--- src/rtl/spi_flash_pkg.sv ---
// Shared opcodes, FSM state encoding and synchroniser depth for the SPI flash responder.
package spi_flash_pkg;

  localparam logic [7:0] CMD_READ = 8'h03;
  localparam logic [7:0] CMD_RDSR = 8'h05;
  localparam logic [7:0] CMD_RDID = 8'h9F;

  localparam int SYNC_STAGES = 2;

  typedef enum logic [2:0] {
    ST_IDLE,
    ST_CMD,
    ST_ADDR,
    ST_DATA_RD,
    ST_DATA_SR,
    ST_DATA_ID,
    ST_IGNORE
  } state_t;

endpackage

--- src/rtl/spi_pin_sync.sv ---
// Brings the SPI pins into the aclk domain and derives SCK / CS_n edge strobes.
module spi_pin_sync
  import spi_flash_pkg::*;
(
  input  logic clk,
  input  logic rst,
  input  logic sck,
  input  logic cs_n,
  input  logic mosi,
  output logic sck_rise,
  output logic sck_fall,
  output logic cs_fall,
  output logic cs_rise,
  output logic mosi_s
);

  logic [SYNC_STAGES-1:0] sck_sync_q, sck_sync_d;
  logic [SYNC_STAGES-1:0] cs_sync_q, cs_sync_d;
  logic [SYNC_STAGES-1:0] mosi_sync_q, mosi_sync_d;
  logic                   sck_prev_q, sck_prev_d;
  logic                   cs_prev_q, cs_prev_d;

  always_comb begin
    sck_sync_d  = {sck_sync_q[SYNC_STAGES-2:0], sck};
    cs_sync_d   = {cs_sync_q[SYNC_STAGES-2:0], cs_n};
    mosi_sync_d = {mosi_sync_q[SYNC_STAGES-2:0], mosi};
    sck_prev_d  = sck_sync_q[SYNC_STAGES-1];
    cs_prev_d   = cs_sync_q[SYNC_STAGES-1];
  end

  // Idle bus levels on reset so no spurious SCK edge appears afterwards.
  always_ff @(posedge clk) begin
    if (rst) begin
      sck_sync_q  <= '0;
      cs_sync_q   <= '1;
      mosi_sync_q <= '0;
      sck_prev_q  <= 1'b0;
      cs_prev_q   <= 1'b1;
    end else begin
      sck_sync_q  <= sck_sync_d;
      cs_sync_q   <= cs_sync_d;
      mosi_sync_q <= mosi_sync_d;
      sck_prev_q  <= sck_prev_d;
      cs_prev_q   <= cs_prev_d;
    end
  end

  assign sck_rise = sck_sync_q[SYNC_STAGES-1] & ~sck_prev_q;
  assign sck_fall = ~sck_sync_q[SYNC_STAGES-1] & sck_prev_q;
  assign cs_fall  = ~cs_sync_q[SYNC_STAGES-1] & cs_prev_q;
  assign cs_rise  = cs_sync_q[SYNC_STAGES-1] & ~cs_prev_q;
  assign mosi_s   = mosi_sync_q[SYNC_STAGES-1];

endmodule

--- src/rtl/spi_flash_responder.sv ---
// Single-lane SPI flash target answering READ, RDSR and RDID from a byte-wide
// synchronous memory port.
module spi_flash_responder
  import spi_flash_pkg::*;
#(
  parameter int          MEM_AW     = 16,
  parameter logic [23:0] JEDEC_ID   = 24'hEF4016,
  parameter logic [7:0]  STATUS_VAL = 8'h00
) (
  input  logic              aclk,
  input  logic              areset,
  input  logic              spi_sck,
  input  logic              spi_cs_n,
  input  logic              spi_mosi,
  output logic              spi_miso,
  output logic              spi_miso_oe,
  output logic              mem_req,
  output logic [MEM_AW-1:0] mem_addr,
  input  logic [7:0]        mem_rdata,
  output logic              busy
);

  localparam int                SETTLE_CYC = SYNC_STAGES + 1;
  localparam logic [MEM_AW-1:0] ADDR_ONE   = MEM_AW'(1);

  logic sck_rise, sck_fall, cs_fall, cs_rise, mosi_s;

  spi_pin_sync u_sync (
    .clk      (aclk),
    .rst      (areset),
    .sck      (spi_sck),
    .cs_n     (spi_cs_n),
    .mosi     (spi_mosi),
    .sck_rise (sck_rise),
    .sck_fall (sck_fall),
    .cs_fall  (cs_fall),
    .cs_rise  (cs_rise),
    .mosi_s   (mosi_s)
  );

  state_t              state_q, state_d;
  logic [4:0]          bit_cnt_q, bit_cnt_d;
  logic [22:0]         sh_in_q, sh_in_d;
  logic [7:0]          sh_out_q, sh_out_d;
  logic [2:0]          out_cnt_q, out_cnt_d;
  logic [1:0]          id_idx_q, id_idx_d;
  logic [MEM_AW-1:0]   addr_q, addr_d;
  logic                mem_req_q, mem_req_d;
  logic                fetch_q, fetch_d;
  logic                miso_q, miso_d;
  logic                miso_oe_q, miso_oe_d;
  logic [1:0]          settle_q, settle_d;
  logic [7:0]          opcode;

  function automatic logic [7:0] id_byte(input logic [1:0] idx);
    case (idx)
      2'd0:    id_byte = JEDEC_ID[23:16];
      2'd1:    id_byte = JEDEC_ID[15:8];
      2'd2:    id_byte = JEDEC_ID[7:0];
      default: id_byte = 8'h00;
    endcase
  endfunction

  assign opcode = {sh_in_q[6:0], mosi_s};

  always_comb begin
    state_d   = state_q;
    bit_cnt_d = bit_cnt_q;
    sh_in_d   = sh_in_q;
    sh_out_d  = sh_out_q;
    out_cnt_d = out_cnt_q;
    id_idx_d  = id_idx_q;
    addr_d    = addr_q;
    mem_req_d = 1'b0;
    fetch_d   = mem_req_q;
    miso_d    = miso_q;
    miso_oe_d = miso_oe_q;
    settle_d  = (settle_q != 2'd0) ? settle_q - 2'd1 : settle_q;

    if (fetch_q) sh_out_d = mem_rdata;

    if (cs_rise) begin
      state_d   = ST_IDLE;
      miso_d    = 1'b0;
      miso_oe_d = 1'b0;
      fetch_d   = 1'b0;
    end else begin
      case (state_q)
        // A CS_n fall while the synchroniser is still settling is the
        // reset-release artefact of a frame already in progress.
        ST_IDLE: begin
          if (cs_fall) begin
            state_d   = (settle_q != 2'd0) ? ST_IGNORE : ST_CMD;
            bit_cnt_d = 5'd7;
          end
        end
        ST_CMD: begin
          if (sck_rise) begin
            sh_in_d = {sh_in_q[21:0], mosi_s};
            if (bit_cnt_q == 5'd0) begin
              out_cnt_d = 3'd0;
              case (opcode)
                CMD_READ: begin
                  state_d   = ST_ADDR;
                  bit_cnt_d = 5'd23;
                end
                CMD_RDSR: begin
                  state_d  = ST_DATA_SR;
                  sh_out_d = STATUS_VAL;
                end
                CMD_RDID: begin
                  state_d  = ST_DATA_ID;
                  sh_out_d = id_byte(2'd0);
                  id_idx_d = 2'd1;
                end
                default: state_d = ST_IGNORE;
              endcase
            end else begin
              bit_cnt_d = bit_cnt_q - 5'd1;
            end
          end
        end
        ST_ADDR: begin
          if (sck_rise) begin
            sh_in_d = {sh_in_q[21:0], mosi_s};
            if (bit_cnt_q == 5'd0) begin
              addr_d    = MEM_AW'({sh_in_q, mosi_s});
              mem_req_d = 1'b1;
              out_cnt_d = 3'd0;
              state_d   = ST_DATA_RD;
            end else begin
              bit_cnt_d = bit_cnt_q - 5'd1;
            end
          end
        end
        // Bit 0 going out is the cue to stage the next byte before the next fall.
        ST_DATA_RD, ST_DATA_SR, ST_DATA_ID: begin
          if (sck_fall) begin
            miso_d    = sh_out_q[7];
            miso_oe_d = 1'b1;
            sh_out_d  = {sh_out_q[6:0], 1'b0};
            out_cnt_d = out_cnt_q + 3'd1;
            if (out_cnt_q == 3'd7) begin
              case (state_q)
                ST_DATA_RD: begin
                  addr_d    = addr_q + ADDR_ONE;
                  mem_req_d = 1'b1;
                end
                ST_DATA_SR: sh_out_d = STATUS_VAL;
                ST_DATA_ID: begin
                  sh_out_d = id_byte(id_idx_q);
                  id_idx_d = (id_idx_q == 2'd3) ? 2'd3 : id_idx_q + 2'd1;
                end
                default: ;
              endcase
            end
          end
        end
        default: ;
      endcase
    end
  end

  always_ff @(posedge aclk) begin
    if (areset) begin
      state_q   <= ST_IDLE;
      bit_cnt_q <= 5'd0;
      out_cnt_q <= 3'd0;
      id_idx_q  <= 2'd0;
      addr_q    <= '0;
      mem_req_q <= 1'b0;
      fetch_q   <= 1'b0;
      miso_q    <= 1'b0;
      miso_oe_q <= 1'b0;
      settle_q  <= 2'(SETTLE_CYC);
    end else begin
      state_q   <= state_d;
      bit_cnt_q <= bit_cnt_d;
      out_cnt_q <= out_cnt_d;
      id_idx_q  <= id_idx_d;
      addr_q    <= addr_d;
      mem_req_q <= mem_req_d;
      fetch_q   <= fetch_d;
      miso_q    <= miso_d;
      miso_oe_q <= miso_oe_d;
      settle_q  <= settle_d;
    end
  end

  always_ff @(posedge aclk) begin
    sh_in_q  <= sh_in_d;
    sh_out_q <= sh_out_d;
  end

  assign spi_miso    = miso_q;
  assign spi_miso_oe = miso_oe_q;
  assign mem_req     = mem_req_q;
  assign mem_addr    = addr_q;
  assign busy        = (state_q != ST_IDLE);

endmodule
--- config.mk ---
export PLATFORM = sky130hd
export DESIGN_NAME = spi_flash_responder
export DESIGN_NICKNAME = d
export VERILOG_FILES = /design/src/rtl/spi_flash_pkg.sv /design/src/rtl/spi_pin_sync.sv /design/src/rtl/spi_flash_responder.sv
export SDC_FILE = /design/constraint.sdc
export NUM_CORES = 1
export LEC_CHECK = 0
export ABC_CLOCK_PERIOD_IN_PS = 7800
export CAP_MARGIN = 20
export CORE_MARGIN = 3
export CORE_UTILIZATION = 53
export CTS_BUF_LIST = sky130_fd_sc_hd__clkbuf_16
export DETAILED_ROUTE_END_ITERATION = 16
export PLACE_DENSITY_LB_ADDON = 0.3
export SYNTH_ARGS = -nofsm -noshare
export SYNTH_HDL_FRONTEND = slang
export SYNTH_SLANG_ARGS = --single-unit
--- constraint.sdc ---
create_clock -name aclk -period 7.8 [get_ports aclk]
set_input_delay 0.78 -clock aclk [delete_from_list [all_inputs] [get_ports aclk]]
set_output_delay 0.78 -clock aclk [all_outputs]
set_load 0.02 [all_outputs]
==> results of run 1 <==
==> placed cells by master, fill, tap and decap left out, drive strengths merged, types with 4 or more instances in the layout <==
cell type and count:
nand3 12, ha 5, nor2b 7, a311oi 4, nand2b 7, nor4 10, clkbuf 9, mux2 4
nor2 20, o21ai 23, clkinv 4, a21oi 28, o31ai 7, nand4 5, edfxtp 15, a31oi 6
inv 9, a21o 6, a211oi 9, nor3 6, nand2 34, clkdlybuf4s50 32, and3 10, mux2i 6
or2 7, dfxtp 51
==> through the flow <==
stage	total power, W	cells	cell area (µm²)	hold slack (ns)
2_1_floorplan	0.000436	357	3370	0.389
3_3_place_gp	0.000456	446	3700	0.393
3_5_place_dp	0.000458	446	3700	0.399
4_1_cts	0.000811	462	3970	0.411
5_1_grt	0.000839	463	3980	0.431
6_report	0.000810	463	3980	0.409
==> routing by layer <==
metal / vias up / share of wire (%) / global-route usage, %
met5: - / 0 / 0
met4: 0 / 1.5 / 8.92
met1: 1391 / 46 / 31.8
met3: 12 / 4.8 / 5.19
li1: 1418 / - / -
met2: 82 / 47 / 36.4
==> power breakdown <==
part | internal, W | leakage [nW] | switching (W)
sequential | 0.000360 | 0.549 | 0.0000125
clock | 0.000211 | 0.130 | 0.000147
combinational | 0.0000338 | 0.670 | 0.0000470
total | 0.000604 | 1.35 | 0.000206
==> critical path: cells and delay by family, from the launching register on <==
| kind | cells | cell delay (ns) |
|---|---|---|
| simple gates | 2 | 0.28 |
| buf+inv | 1 | 0.61 |
| flops | 1 | 0.88 |
==> registers in the layout (all words and copies together) (netlist names) <==
signal / flops
mem_addr: 16
id_idx_q: 2
sh_in_q: 15
u_sync.sck_prev_q: 1
u_sync.mosi_sync_q: 2
spi_miso_oe: 1
bit_cnt_q: 5
u_sync.cs_prev_q: 1
u_sync.cs_sync_q: 2
settle_q: 2
out_cnt_q: 3
spi_miso: 1
mem_req: 1
fetch_q: 1
state_q: 3
u_sync.sck_sync_q: 2
sh_out_q: 8
==> worst max-delay path by stage <==
| stage | start | end | slack [ns] |
|---|---|---|---|
| 6_report | state_q[2] | busy | 4.92 |
| 5_1_grt | state_q[2] | busy | 4.81 |
| 3_5_place_dp | bit_cnt_q[0] | mem_addr[9] | 5.11 |
| 2_1_floorplan | state_q[2] | sh_in_q[0] | 5.30 |
| 3_3_place_gp | state_q[2] | sh_out_q[7] | 5.19 |
| 4_1_cts | state_q[2] | busy | 4.94 |
==> cells by family (layout without fill, tap and decap cells) <==
| group | after synthesis | after routing |
|---|---|---|
| AND/OR/NAND/NOR | 139 | 139 |
| AO/OA/AOI/OAI | 108 | 108 |
| flip-flops | 66 | 66 |
| buffers and inverters | 27 | 58 |
| multiplexers | 10 | 10 |
| adder cells (fa/ha/maj) | 5 | 5 |
| XOR/XNOR | 2 | 2 |
==> final cells by class <==
| type | instances | area (µm²) |
|---|---|---|
| fillers | 500 | 2050 |
| flip-flops and latches | 66 | 1470 |
| clock inverters | 7 | 37.5 |
| multi-input cells | 264 | 1780 |
| well taps | 75 | 93.8 |
| inverters | 8 | 30.0 |
| repair buffers | 34 | 339 |
| clock buffers | 9 | 225 |
==> impl_metrics.sql, run 1 <==
INSERT INTO impl_metrics (metric_group, metric, value, unit) VALUES
('global_route', 'first_global_vias', '2808', ''),
('critical_path', 'worstSetupStartpointType', 'flop', ''),
('critical_path', 'critPathSlowestCell', 'sky130_fd_sc_hd__dfxtp_1', ''),
('final_layout', 'diodes', '0', ''),
('critical_path', 'timing.critical_path.required', '7.02', 'ns'),
('placed_design', 'place_worst_setup_slack', '5.11', 'ns'),
('detailed_routing', 'detail_route.first_pass.iterations', '4', ''),
('clocking', 'holdBufCountCts', '0', ''),
('clocking', 'cts-htree-levels', '3', ''),
('outcome', 'run_status', 'finished clean', ''),
('placed_design', 'post_detailed_placement_half_perimeter_wirelength', '5660', 'µm'),
('synthesis', 'synth_adder_area_share', '1.86', '%'),
('critical_path', 'criticalPathCategory', 'flop to output port', ''),
('job', 'max-cap-violations', '0', ''),
('synthesis', 'synthesis.instances', '357', ''),
('detailed_routing', 'drtAntennaViolNets', '0', ''),
('hold_path', 'worstHoldEndpoint', 'u_sync.cs_sync_q[1]', ''),
('sta', 'final.setup.tns', '0', 'ns'),
('sta', 'timing.max_slew.rel_slack', '39.8', '%'),
('synthesis', 'async_reset_ff_share', '0', '%'),
('pwr', 'power-per-cell-area', '204', 'nW/µm²'),
('synthesis', 'yosys.area_share.simple', '23.5', '%'),
('sta', 'timing.final.crit_share', '36.9', '%'),
('critical_path', 'r2r_start', 'bit_cnt_q[0]', ''),
('detailed_routing', 'remaining_drc_errors', '0', ''),
('global_route', 'grt_max_degree', '26', ''),
('synthesis', 'synth_largest_area_cell', 'sky130_fd_sc_hd__dfxtp_1', ''),
('clocking', 'clock_insertion_delay_worst_skew', '0.33', 'ns'),
('sta', 'unrepaired_setup_endpoints_after_global_routing', 'false', ''),
('sta', 'skew', '0.00876', 'ns'),
('synthesis', 'synthesis.area', '3370', 'µm²'),
('critical_path', 'cp-end-kind', 'output port', ''),
('floorplanning', 'design.portCount', '33', ''),
('synthesis', 'synth-edff-count', '15', ''),
('floorplanning', 'core_region_area', '6030', 'µm²'),
('floorplanning', 'die_height', '85.8', 'µm'),
('critical_path', 'crit_path_max_incr_delay', '0.88', 'ns'),
('synthesis', 'synth_top_family_by_area', 'compound AO/OA/AOI/OAI gates', ''),
('sta', 'slew_viol_final', '0', ''),
('hold_path', 'hold_class', 'flop to flop', ''),
('critical_path', 'rr_endpoint', 'mem_addr[9]', ''),
('final_layout', 'final_core_util', '66.0', '%'),
('synthesis', 'synth-warning-count', '0', ''),
('critical_path', 'critical_path.max_fanout', '21', ''),
('floorplanning', 'die_area', '7360', 'µm²'),
('hold_path', 'hold_path_origin', 'u_sync.cs_sync_q[0]', ''),
('clocking', 'post_cts_resize_count', '0', ''),
('sta', 'hold_viol_final', '0', ''),
('sta', 'setup_viol_count_final', '0', ''),
('synthesis', 'synthDominantCellAreaShare', '30.3', '%'),
('hold_path', 'worst_hold_depth', '1', ''),
('synthesis', 'synth_xor_area_share', '0.519', '%'),
('placed_design', 'finalWeightedCongestion', '0.899', ''),
('clocking', 'cts_buffer_depth', '2', ''),
('clocking', 'clock_tree_from_tritoncts', 'done', ''),
('final_layout', 'area_growth_syn_to_layout', '18.0', '%'),
('clocking', 'worst_setup_hold_path_clk_slew', '0.05', 'ns'),
('synthesis', 'post_synth_num_cell_types', '67', ''),
('synthesis', 'synth.area.top_cells', 'sky130_fd_sc_hd__dfxtp_1 30%, sky130_fd_sc_hd__edfxtp_1 13%, sky130_fd_sc_hd__a21oi_1 4.2%', ''),
('final_layout', 'design.final.nets', '401', ''),
('synthesis', 'synth_compound_area_share', '23.7', '%'),
('sta', 'finalWorstPathRequiredPeriod', '2.88', 'ns'),
('sta', 'worst_pin_slew', '0.890', 'ns'),
('synthesis', 'post_synth_mux_area_share', '3.12', '%'),
('critical_path', 'worst-r2r-cell-count', '7', ''),
('global_route', 'antenna_found_initial', '0', ''),
('synthesis', 'synth.most_common_cell', 'sky130_fd_sc_hd__dfxtp_1', ''),
('sta', 'worst_setup_slack_final', '4.92', 'ns'),
('critical_path', 'timing.reg2reg.setup_slack', '5.07', 'ns'),
('clocking', 'cts_sinks', '66', ''),
('floorplanning', 'effective_utilization_at_floorplan', '56.0', '%');
Note: power is estimated with default switching activity, not from simulation.
==> run 2: changes to the inputs <==
--- a/config.mk
+++ b/config.mk
@@ -5,7 +5,7 @@
 export SDC_FILE = /design/constraint.sdc
 export NUM_CORES = 1
 export LEC_CHECK = 0
-export ABC_CLOCK_PERIOD_IN_PS = 7800
+export ABC_CLOCK_PERIOD_IN_PS = 3000
 export CAP_MARGIN = 20
 export CORE_MARGIN = 3
 export CORE_UTILIZATION = 53
==> constraint.sdc (replaced) <==
create_clock -name aclk -period 3 [get_ports aclk]
set_input_delay 0.3 -clock aclk [delete_from_list [all_inputs] [get_ports aclk]]
set_output_delay 0.3 -clock aclk [all_outputs]
set_load 0.02 [all_outputs]
==> run 2 against run 1 <==
Against the previous run:
- clock skew decreased by 0.0020 ns
- critical endpoint is now mem_addr[0]
- critical path type is now flop to flop
- final cell count grew 1.1%
- first-iteration DRC count increased by 23%
- via count increased by 0.62%
- die area is the same
- critical path depth grew 4
- largest power group is now clock
- clock power rose to 3.4 times the previous value
- cell area is 2.9% higher
- register-to-register slack lost 4.6 ns
- sequential power increased to 2.6 times the previous value
==> impl_metrics.sql, run 2 (synthesized netlist as in run 1, its figures left out) <==
INSERT INTO impl_metrics (metric_group, metric, value, unit) VALUES
('critical_path', 'rr_endpoint', 'mem_addr[0]', ''),
('critical_path', 'r2r_start', 'bit_cnt_q[0]', ''),
('critical_path', 'crit_path_max_incr_delay', '0.53', 'ns'),
('sta', 'timing.max_slew.rel_slack', '45.8', '%'),
('global_route', 'globalRouteOverflowTotal', '0', ''),
('critical_path', 'setup.worst_path.start', 'bit_cnt_q[0]', ''),
('clocking', 'cts-htree-levels', '3', ''),
('global_route', 'grt_max_degree', '26', ''),
('sta', 'finalWorstPathRequiredPeriod', '2.50', 'ns'),
('detailed_routing', 'detail_route.first_pass.iterations', '5', ''),
('global_route', 'global_routing_usage_summed_across_all_routing_layers', '23.4', '%'),
('sta', 'skew', '0.00676', 'ns'),
('detailed_routing', 'vias_per_cell', '6.24', ''),
('sta', 'slew_viol_final', '0', ''),
('global_route', 'antenna_found_initial', '0', ''),
('detailed_routing', 'initial_drc_count', '220', ''),
('outcome', 'run_status', 'finished clean', ''),
('critical_path', 'timing.critical_path.required', '3.25', 'ns'),
('sta', 'timing.final.crit_share', '83.3', '%'),
('critical_path', 'cell_chain_critical_path', 'inv_1 > ha_1 > or3b_1 > o31ai_4 > nand3_1 > or3_1 > a31oi_1', ''),
('detailed_routing', 'detail_route.wl_per_cell', '17.1', 'µm'),
('floorplanning', 'die_height', '85.8', 'µm'),
('detailed_routing', 'drtAntennaViolNets', '0', ''),
('critical_path', 'criticalPathCategory', 'flop to flop', ''),
('sta', 'setup_viol_count_final', '0', ''),
('floorplanning', 'core_region_area', '6030', 'µm²'),
('clocking', 'worst_setup_hold_path_clk_slew', '0.06', 'ns'),
('clocking', 'holdBufCountCts', '0', ''),
('pwr', 'post-layout-total-power', '0.00238', 'W'),
('floorplanning', 'design.portCount', '33', ''),
('global_route', 'first_global_vias', '2820', ''),
('placed_design', 'finalWeightedCongestion', '0.854', ''),
('pwr', 'power-per-cell-area', '582', 'nW/µm²'),
('floorplanning', 'die_area', '7360', 'µm²'),
('final_layout', 'final_core_util', '67.9', '%'),
('detailed_routing', 'remaining_drc_errors', '0', ''),
('hold_path', 'hold_class', 'flop to flop', ''),
('final_layout', 'most-common-layout-cells', '51 x sky130_fd_sc_hd__dfxtp_1, 34 x sky130_fd_sc_hd__nand2_1, 32 x sky130_fd_sc_hd__clkdlybuf4s50_1', ''),
('critical_path', 'cp-end-kind', 'flop', ''),
('job', 'max-cap-violations', '0', ''),
('critical_path', 'timing.reg2reg.setup_slack', '0.50', 'ns'),
('placed_design', 'post_detailed_placement_half_perimeter_wirelength', '5630', 'µm'),
('pwr', 'worst_vdd_drop', '535', 'µV'),
('final_layout', 'largest_register_ffs', '16', ''),
('critical_path', 'worstSetupStartpointType', 'flop', ''),
('sta', 'final.setup.tns', '0', 'ns'),
('final_layout', 'final_common_cell', 'sky130_fd_sc_hd__dfxtp_1', ''),
('sta', 'final.hold.worst_slack', '0.408', 'ns'),
('floorplanning', 'effective_utilization_at_floorplan', '56.0', '%'),
('final_layout', 'design.final.nets', '406', ''),
('critical_path', 'worst-r2r-cell-count', '7', ''),
('sta', 'fmaxAchievable', '0.400', 'GHz'),
('clocking', 'clock_tree_from_tritoncts', 'done', ''),
('critical_path', 'crit_path_end', 'mem_addr[0]', ''),
('final_layout', 'area_growth_syn_to_layout', '21.3', '%'),
('critical_path', 'critPathSlowestCell', 'sky130_fd_sc_hd__or3b_1', ''),
('detailed_routing', 'vias', '2921', ''),
('sta', 'unrepaired_setup_endpoints_after_global_routing', 'false', ''),
('clocking', 'clock_insertion_delay_worst_skew', '0.33', 'ns'),
('pwr', 'leak', '1.40', 'nW'),
('placed_design', 'port_buffers', '32', ''),
('detailed_routing', 'route.final.wire_length', '8020', 'µm'),
('sta', 'worst_pin_slew', '0.802', 'ns'),
('clocking', 'cts.root.buffer_cell', 'sky130_fd_sc_hd__clkbuf_16', ''),
('floorplanning', 'floorplan.die.width', '85.8', 'µm'),
('floorplanning', 'fp-row-count', '28', ''),
('hold_path', 'hold_path_origin', 'u_sync.cs_sync_q[0]', ''),
('clocking', 'cts_buffers', '9', ''),
('placed_design', 'dp_cells', '452', ''),
('sta', 'hold_viol_final', '0', ''),
('clocking', 'post_cts_resize_count', '0', ''),
('clocking', 'cts_buffer_depth', '2', ''),
('critical_path', 'cp_data_arrival_time', '2.75', 'ns'),
('final_layout', 'stdcell_count', '468', ''),
('clocking', 'cts_sinks', '66', ''),
('final_layout', 'diodes', '0', ''),
('global_route', 'grt_pass1_wl', '13700', 'µm'),
('clocking', 'cts_setup_buffers', '0', ''),
('final_layout', 'final_layout_size_suffix_gt1_share', '12.7', '%'),
('critical_path', 'critical_path.max_fanout', '13', '');
## run 2: metrics by stage
step | instance area, µm² | setup slack, ns
floorplan | 3370 | 0.503
global placement | 3750 | 0.630
detailed placement | 3750 | 0.499
CTS | 4090 | 0.510
global route | 4090 | 0.318
finish | 4090 | 0.500
## run 2: metal layers
layer  vias to the layer above  GRT usage (%)  wire, µm
met4                         0           6.04        82
met1                      1390           30.0      3580
met5                         -              0         0
met3                         9           7.59       479
met2                        95           38.1      3870
li1                       1427              -         -
## run 2: cell type report
cell class,count,area [µm²]
clock buffer,9,225
multi-input combinational,264,1780
clock inverter,7,118
inverter,8,30.0
timing repair buffer,39,373
tap,75,93.8
fill,487,1930
sequential,66,1470
## run 2: power by group
part           switching (W)  total, W  leakage [nW]  internal, W
Combinational       0.000131  0.000224         0.696    0.0000927
Sequential         0.0000248  0.000960         0.549     0.000935
Clock               0.000387   0.00120         0.159     0.000809
## run 2: critical path, delay by kind of cell, from the launching register on
kind | cells | cell delay [ns]
compound gates | 2 | 0.47
fa+ha+maj | 1 | 0.19
buf+inv | 1 | 0.07
flops | 1 | 0.34
simple gates | 3 | 1.35
## run 2: worst min-delay path by stage
stage / end / cells past startpoint
after floorplan: u_sync.cs_sync_q[1] / 1
after global placement: u_sync.cs_sync_q[1] / 1
after detailed placement: u_sync.cs_sync_q[1] / 1
after CTS: u_sync.cs_sync_q[1] / 1
after global routing: u_sync.cs_sync_q[1] / 1
final: u_sync.cs_sync_q[1] / 1
==> run 3: changes to the inputs <==
--- a/config.mk
+++ b/config.mk
@@ -5,7 +5,7 @@
 export SDC_FILE = /design/constraint.sdc
 export NUM_CORES = 1
 export LEC_CHECK = 0
-export ABC_CLOCK_PERIOD_IN_PS = 3000
+export ABC_CLOCK_PERIOD_IN_PS = 2410
 export CAP_MARGIN = 20
 export CORE_MARGIN = 3
 export CORE_UTILIZATION = 53
==> constraint.sdc (replaced) <==
create_clock -name aclk -period 2.41 [get_ports aclk]
set_input_delay 0.241 -clock aclk [delete_from_list [all_inputs] [get_ports aclk]]
set_output_delay 0.241 -clock aclk [all_outputs]
set_load 0.02 [all_outputs]
==> run 3 against run 2 <==
Against the previous run:
- worst hold slack worse by 0.0033 ns
- first-iteration DRC count shrank 22%
- critical path depth is 1 higher
- largest power group unchanged
- largest cell class unchanged
- routed wire length up 3.1%
- setup slack worse by 0.30 ns
- critical path type unchanged
==> impl_metrics.sql, run 3 (synthesized netlist as in run 1, its figures left out) <==
INSERT INTO impl_metrics (metric_group, metric, value, unit) VALUES
('outcome', 'run_status', 'finished clean', ''),
('pwr', 'worst_vdd_drop', '395', 'µV'),
('sta', 'final.setup.tns', '0', 'ns'),
('final_layout', 'most-common-layout-cells', '51 x sky130_fd_sc_hd__dfxtp_1, 34 x sky130_fd_sc_hd__nand2_1, 32 x sky130_fd_sc_hd__clkdlybuf4s50_1', ''),
('sta', 'fmaxAchievable', '0.452', 'GHz'),
('critical_path', 'critical_path.max_fanout', '12', ''),
('pwr', 'power-per-cell-area', '674', 'nW/µm²'),
('floorplanning', 'effective_utilization_at_floorplan', '56.0', '%'),
('clocking', 'cts.root.buffer_cell', 'sky130_fd_sc_hd__clkbuf_16', ''),
('final_layout', 'diodes', '0', ''),
('sta', 'skew', '0.00606', 'ns'),
('pwr', 'post-layout-total-power', '0.00277', 'W'),
('sta', 'setup_viol_count_final', '0', ''),
('floorplanning', 'floorplan.die.width', '85.8', 'µm'),
('final_layout', 'area_of_the_multi_input_gates', '1780', 'µm²'),
('global_route', 'global_routing_usage_summed_across_all_routing_layers', '23.2', '%'),
('placed_design', 'finalWeightedCongestion', '0.897', ''),
('pwr', 'leak', '1.42', 'nW'),
('clocking', 'cts_sinks', '66', ''),
('global_route', 'globalRouteOverflowTotal', '0', ''),
('sta', 'timing.max_slew.rel_slack', '45.2', '%'),
('final_layout', 'area_growth_syn_to_layout', '21.8', '%'),
('global_route', 'first_global_vias', '2774', ''),
('detailed_routing', 'drtAntennaViolNets', '0', ''),
('detailed_routing', 'route.final.wire_length', '8270', 'µm'),
('critical_path', 'worst-r2r-cell-count', '8', ''),
('final_layout', 'final-seq-area', '1470', 'µm²'),
('floorplanning', 'design.portCount', '33', ''),
('hold_path', 'hold_class', 'flop to flop', ''),
('critical_path', 'worstSetupStartpointType', 'flop', ''),
('critical_path', 'cp_data_arrival_time', '2.45', 'ns'),
('final_layout', 'final_layout_size_suffix_gt1_share', '14.7', '%'),
('clocking', 'clock_insertion_delay_worst_skew', '0.33', 'ns'),
('sta', 'timing.final.crit_share', '91.7', '%'),
('floorplanning', 'core_region_area', '6030', 'µm²'),
('hold_path', 'hold_path_origin', 'u_sync.cs_sync_q[0]', ''),
('detailed_routing', 'vias', '2994', ''),
('sta', 'unrepaired_setup_endpoints_after_global_routing', 'false', ''),
('sta', 'worst_pin_slew', '0.811', 'ns'),
('final_layout', 'largest_register_ffs', '16', ''),
('floorplanning', 'die_height', '85.8', 'µm'),
('clocking', 'cts_buffers', '9', ''),
('critical_path', 'setup.worst_path.start', 'bit_cnt_q[0]', ''),
('detailed_routing', 'detail_route.first_pass.iterations', '5', ''),
('detailed_routing', 'vias_per_cell', '6.29', ''),
('global_route', 'grt_max_degree', '25', ''),
('final_layout', 'nFillCells', '491', ''),
('detailed_routing', 'remaining_drc_errors', '0', ''),
('global_route', 'grt_pass1_wl', '13500', 'µm'),
('clocking', 'cts-htree-levels', '3', ''),
('clocking', 'clock_tree_from_tritoncts', 'done', ''),
('hold_path', 'worst_hold_depth', '1', ''),
('critical_path', 'timing.critical_path.required', '2.65', 'ns'),
('detailed_routing', 'detail_route.wl_per_cell', '17.4', 'µm'),
('placed_design', 'port_buffers', '32', ''),
('detailed_routing', 'initial_drc_count', '172', ''),
('floorplanning', 'fp-row-count', '28', ''),
('clocking', 'cts_setup_buffers', '0', ''),
('sta', 'slew_viol_final', '0', ''),
('global_route', 'antenna_found_initial', '0', ''),
('sta', 'finalWorstPathRequiredPeriod', '2.21', 'ns'),
('critical_path', 'r2r_start', 'bit_cnt_q[0]', ''),
('final_layout', 'final_common_cell', 'sky130_fd_sc_hd__dfxtp_1', ''),
('clocking', 'worst_setup_hold_path_clk_slew', '0.05', 'ns'),
('final_layout', 'design.final.nets', '414', ''),
('sta', 'hold_viol_final', '0', ''),
('clocking', 'cts_buffer_depth', '2', ''),
('floorplanning', 'die_area', '7360', 'µm²'),
('critical_path', 'cp-end-kind', 'flop', ''),
('job', 'max-cap-violations', '0', ''),
('critical_path', 'criticalPathCategory', 'flop to flop', ''),
('placed_design', 'post_detailed_placement_half_perimeter_wirelength', '5620', 'µm');
-- run 3: worst paths after layout --
check / end / slack, ns
worst min register to register: u_sync.cs_sync_q[1] / 0.41
worst max register to register: mem_addr[8] / 0.20
worst max-delay path: mem_addr[8] / 0.20
worst min-delay path: u_sync.cs_sync_q[1] / 0.41
-- run 3: metal layers --
| metal | global-route usage (%) | part of all wire (%) |
|---|---|---|
| met1 | 31.2 | 45 |
| met2 | 37.8 | 48 |
| met3 | 3.75 | 5.7 |
| met4 | 8.63 | 1.2 |
| met5 | 0 | 0 |
-- run 3: where the power goes --
| part | internal, W | switching (W) | leakage (nW) | total, W |
|---|---|---|---|---|
| Sequential | 0.00116 | 0.0000301 | 0.549 | 0.00119 |
| Combinational | 0.000124 | 0.000169 | 0.732 | 0.000293 |
| Clock | 0.000796 | 0.000486 | 0.135 | 0.00128 |
| Total | 0.00208 | 0.000685 | 1.42 | 0.00277 |
-- run 3: critical path, cell delays in order (launching register included) --
cell	delay, ns
sky130_fd_sc_hd__dfxtp_1	0.34
sky130_fd_sc_hd__inv_1	0.06
sky130_fd_sc_hd__ha_1	0.20
sky130_fd_sc_hd__or3b_4	0.47
sky130_fd_sc_hd__o31ai_4	0.28
sky130_fd_sc_hd__and3_1	0.22
sky130_fd_sc_hd__buf_4	0.22
sky130_fd_sc_hd__a21oi_1	0.12
sky130_fd_sc_hd__a211oi_2	0.22
-- run 3: metrics by stage --
stage / instances / setup WS (ns) / cell area [µm²] / hold slack, ns / util, %
after global placement: 460 / 0.263 / 3810 / 0.391 / 63.2
after CTS: 476 / 0.0953 / 4100 / 0.406 / 68.1
final: 476 / 0.200 / 4110 / 0.405 / 68.1
after global routing: 476 / 0.0522 / 4110 / 0.430 / 68.1
after floorplan: 357 / 0.373 / 3380 / 0.345 / -
after detailed placement: 460 / 0.169 / 3810 / 0.393 / 63.2
-- run 3: final cells by class --
| class | count | area share [%] |
|---|---|---|
| Inverter | 8 | 0.731 |
| Clock inverter | 7 | 1.71 |
| Tap cell | 75 | 2.29 |
| Clock buffer | 9 | 5.48 |
| Multi-Input combinational cell | 264 | 43.4 |
| Sequential cell | 66 | 35.8 |
| Timing Repair Buffer | 47 | 10.5 |
-- run 3: timing repair --
item | in CTS | in global routing
hold buffers | 0 | 0
gates resized for setup | 0 | 1
setup endpoints to repair | 0 | 1
